## src/rtl/coin_accum_vend.sv

```systemverilog
// Coin accumulator: sums nickel/dime/quarter credit, pulses dollar at PRICE_UNITS, pays excess as nickel pulses.
// Optional COIN_REFUND_EN macro adds a refund input that returns all held credit as nickels.
module coin_accum_vend #(
    parameter int PRICE_UNITS = 14,
    parameter int CREDIT_W    = 5
) (
    input  logic                clk,
    input  logic                reset,
    input  logic                enable,
    input  logic                coin_valid,
    input  logic [1:0]          coin_type,
`ifdef COIN_REFUND_EN
    input  logic                refund,
`endif
    output logic                dollar,
    output logic                nickel,
    output logic                coin_reject,
    output logic                busy,
    output logic [CREDIT_W-1:0] credit
);

    typedef enum logic {
        IDLE   = 1'b0,
        CHANGE = 1'b1
    } state_t;

    localparam logic [CREDIT_W:0] PRICE_V = (CREDIT_W + 1)'(PRICE_UNITS);

    state_t              state_q, state_d;
    logic [CREDIT_W-1:0] credit_q, credit_d;
    logic [CREDIT_W-1:0] change_cnt_q, change_cnt_d;
    logic                dollar_q, dollar_d;
    logic                nickel_q, nickel_d;
    logic                reject_q, reject_d;
    logic [CREDIT_W:0]   coin_val;
    logic [CREDIT_W:0]   sum;
    logic                refund_req;

`ifdef COIN_REFUND_EN
    assign refund_req = refund;
`else
    assign refund_req = 1'b0;
`endif

    always_comb begin
        coin_val = '0;
        case (coin_type)
            2'b00:   coin_val = (CREDIT_W + 1)'(1);
            2'b01:   coin_val = (CREDIT_W + 1)'(2);
            2'b10:   coin_val = (CREDIT_W + 1)'(5);
            default: coin_val = '0;
        endcase
    end

    // One extra bit so the overpayment case cannot wrap before the compare.
    assign sum = {1'b0, credit_q} + coin_val;

    always_comb begin
        state_d      = state_q;
        credit_d     = credit_q;
        change_cnt_d = change_cnt_q;
        dollar_d     = 1'b0;
        nickel_d     = 1'b0;
        reject_d     = 1'b0;

        if (enable) begin
            case (state_q)
                IDLE: begin
                    if (refund_req) begin
                        change_cnt_d = credit_q;
                        credit_d     = '0;
                        reject_d     = coin_valid;
                        if (credit_q != '0) state_d = CHANGE;
                    end else if (coin_valid) begin
                        if (coin_type == 2'b11) begin
                            reject_d = 1'b1;
                        end else if (sum < PRICE_V) begin
                            credit_d = sum[CREDIT_W-1:0];
                        end else begin
                            dollar_d     = 1'b1;
                            credit_d     = '0;
                            change_cnt_d = sum[CREDIT_W-1:0] - PRICE_V[CREDIT_W-1:0];
                            if (sum != PRICE_V) state_d = CHANGE;
                        end
                    end
                end
                CHANGE: begin
                    // Coins arriving while paying out are handed straight back.
                    nickel_d     = 1'b1;
                    reject_d     = coin_valid;
                    change_cnt_d = change_cnt_q - 1'b1;
                    if (change_cnt_q == CREDIT_W'(1)) state_d = IDLE;
                end
                default: state_d = IDLE;
            endcase
        end
    end

    always_ff @(posedge clk) begin
        if (reset) begin
            state_q      <= IDLE;
            credit_q     <= '0;
            change_cnt_q <= '0;
            dollar_q     <= 1'b0;
            nickel_q     <= 1'b0;
            reject_q     <= 1'b0;
        end else begin
            state_q      <= state_d;
            credit_q     <= credit_d;
            change_cnt_q <= change_cnt_d;
            dollar_q     <= dollar_d;
            nickel_q     <= nickel_d;
            reject_q     <= reject_d;
        end
    end

    assign dollar      = dollar_q;
    assign nickel      = nickel_q;
    assign coin_reject = reject_q;
    assign busy        = (state_q == CHANGE);
    assign credit      = credit_q;

endmodule

```

## config.mk

```make
export PLATFORM = sky130hd
export DESIGN_NAME = coin_accum_vend
export DESIGN_NICKNAME = d
export VERILOG_FILES = /design/src/rtl/coin_accum_vend.sv
export SDC_FILE = /design/constraint.sdc
export NUM_CORES = 1
export LEC_CHECK = 0
export ABC_AREA = 1
export CORE_MARGIN = 10
export CORE_UTILIZATION = 50
export DETAILED_ROUTE_END_ITERATION = 7
export PLACE_DENSITY = 0.76
export SLEW_MARGIN = 20
export SYNTH_ARGS = -nofsm -noshare
export SYNTH_HDL_FRONTEND = slang
export SYNTH_SLANG_ARGS = --single-unit
```

## constraint.sdc

```tcl
create_clock -name clk -period 2.6 [get_ports clk]
set_input_delay 0.78 -clock clk [delete_from_list [all_inputs] [get_ports clk]]
set_output_delay 0.78 -clock clk [all_outputs]
set_load 0.005 [all_outputs]
```

==> key figures <==
Yosys
  – Post-synth EDFFs: 0
  – Mapped Nets: 154
  – Ranking of synthesized cells by area: dfxtp_1, nand2_1, inv_1
  – Syn Area/Cell: 6.87 um^2
  – Synth Cell Area: 968 um^2
  – Count leader, synth: nand2_1
  – Cells after Synth: 141
  – Synth warnings: 0
  – Top cell types by occurrence after synthesis: nand2_1, inv_1, nand3_1
  – Register area share after synthesis: 0.289
  – FF+latch count, synth: 14
  – Area leader, netlist: dfxtp_1
  – Ys async rst share: 0
  – Synth Flop Type: dfxtp_1
  – Yosys cell types: 23
  – Synth top area share: 0.289

Setup path
  – Crit path capture type: register
  – Reg-to-reg startpoint: credit[0]
  – Worst r2r dst: credit[1]
  – Reg2Reg Depth: 12
  – Setup CP Type: in2reg
  – Launch point of the worst path: coin_type[0]
  – Critical path peak fanout: 5
  – Reg-to-reg slack, setup: 0.56 ns
  – CP arrival: 2.54 ns
  – Setup crit start kind: primary input
  – CP required: 2.80 ns

Global route
  – M2 GR Usage: 0.173
  – Initial antenna violation count: 0
  – Met3 Usage GRT: 0.0436
  – Vias in the first global route: 865
  – Largest net degree at the start of global routing: 11
  – Total gr overflow: 0
  – First-pass GRT wire length: 3700 um
  – Met1 usage: 0.134
  – Global-route usage over all layers: 0.109
  – GR peak layer: met2

STA
  – Unrepaired setup endpoints after global routing: false
  – Relative slew margins: 0.704
  – Final period util: 0.897
  – Final Setup Violations: 0
  – Fin crit period: 2.33 ns
  – Clock skew: 0.00612 ns
  – Fmax achieved: 429 MHz
  – Final Max Tran Viols: 0
  – Setup TNS: 0 ns
  – Final Hold Fails: 0
  – Fin worst setup slack: 0.268 ns
  – Min Hold Slack: 0.499 ns
  – Worst slew pin tran: 0.442 ns

Detailed routing
  – Drt first pass iters: 4
  – DR vias: 931
  – Iter 0 DRT Violations: 39
  – Antenna Nets Post-Route: 0
  – Via density: 4.87
  – Drt total wl: 2210 um
  – # DRC: 0
  – Per-cell routed wire length: 11.6 um

Hold path
  – Worst-case hold path end point: credit[4]
  – Hold Crit Start: credit[4]
  – Min-delay worst type: reg2reg
  – Hold depth: 2

Floorplan
  – Initial core utilization: 0.543
  – DIE AREA: 4100 um^2
  – Die Width: 64.0 um
  – CORE AREA: 1780 um^2
  – Die Y: 64.0 um
  – FP Rows: 15
  – Io pins: 15

Clock tree
  – Cts hold-fix bufs: 0
  – Clock Path Buffers: 2
  – Worst-path clk slew: 0.08 ns
  – Clock Sinks: 14
  – CTS tree: yes
  – Total CTS buffers: 3
  – Clk_lat worst skew: 0.28 ns
  – H-tree Lvls: 1
  – Root buffer cell: clkbuf_4

Place
  – Placer Congestion: 0.909
  – Port Buf Inserts: 14
  – Dpl hpwl: 1700 um
  – Pre-CTS setup slack: -0.382 ns

Power
  – Power Density: 336 nW/um^2
  – Gate power share: 0.187
  – Switching Power: 110 uW
  – VDD IR max: 0.000364 V
  – Clock power frac: 0.288
  – Leak: 0.627 nW
  – Sw Ratio: 0.263
  – Internal Power: 307 uW
  – Sequential power share: 0.525

Cells and area
  – NumNets Final: 181
  – Finished Core Util: 0.697
  – Layout cell share with drive strength beyond 1: 0.205
  – Layout Area Growth over Synthesis: 28.3%
  – Ant diodes: 0

Run status
  – Status: completed

Flow run
  – Max_cap viols: 0
-- cell families after synthesis --
family,count (synthesis),share of synthesized area
AO/OA/AOI/OAI,16,0.124
XOR/XNOR,1,0.00905
flip-flops,14,0.289
buffers and inverters,25,0.109
adder cells (fa/ha/maj),7,0.0982
AND/OR/NAND/NOR,78,0.371
-- final cells by class --
class	count	area, um^2
clock buffer	3	22.5
sequential	14	280
timing repair buffer	24	220
tap	25	31.3
multi-input combinational	102	602
inverter	23	86.3
fill	156	541
-- repair_timing --
| action | in CTS | in global routing |
|---|---|---|
| pin swaps | 1 | 5 |
| endpoints found under the setup margin | 9 | 11 |
| setup buffers | 0 | 2 |
| gates resized for setup | 2 | 8 |
| cloned | 0 | 0 |
-- state kept, by name, summed over array words and instances, names as in the netlist --
signal and cells:
busy 1, nickel 1, change_cnt_q 5, dollar 1, coin_reject 1, credit 5
-- cell usage in the layout, fill, tap and decap left out, types with 2 or more instances in the layout --
cell type        count
buf_4               10
nor2_1              12
a21oi_1              6
nand2_2              5
nand2_4              2
clkdlybuf4s50_1     12
dlymetal6s2s_1       2
nand2_1             34
nor3_1               2
nand3_1             16
dfxtp_1             14
nor2_2               4
o21ai_0              5
inv_1               22
a21oi_2              2
clkbuf_4             3
ha_1                 5
-- power by group through the flow --
stage               combinational [mW]  sequential [mW]  clock, mW
global placement                0.0728            0.224          0
CTS                             0.0749            0.219      0.126
finish                          0.0779            0.219      0.120
global route                    0.0887            0.219      0.135
floorplan                       0.0389            0.224          0
detailed placement              0.0735            0.224          0
-- worst max path at each step --
stage,to,slack (ns),cells after the start
floorplan,change_cnt_q[1],0.28,14
global placement,change_cnt_q[1],-0.33,15
detailed placement,change_cnt_q[1],-0.38,15
CTS,change_cnt_q[0],-0.01,14
global route,credit[1],0.10,14
finish,credit[1],0.27,14
-- through the flow --
step	cells	total power, mW	cell area (um^2)
2_1_floorplan	141	0.262	968
3_3_place_gp	186	0.297	1180
3_5_place_dp	186	0.297	1180
4_1_cts	189	0.419	1210
5_1_grt	191	0.443	1240
6_report	191	0.417	1240
-- routing by layer --
metal	part of all wire	wire, um
met4	0.0059	13
met5	0	0
met2	0.45	996
met3	0.063	140
met1	0.48	1060
-- worst max-delay path, stage by stage --
cell and delay [ns]:
dlymetal6s2s_1 0.14, inv_2 0.07, ha_2 0.17, inv_1 0.05
fa_2 0.34, inv_1 0.08, nand3_1 0.09, nand2_1 0.10
nand2_2 0.08, o21ai_4 0.19, nand2_4 0.12, nor2_4 0.16
nand2_1 0.07, a21oi_1 0.11
Note: power is estimated with default switching activity, not from simulation.
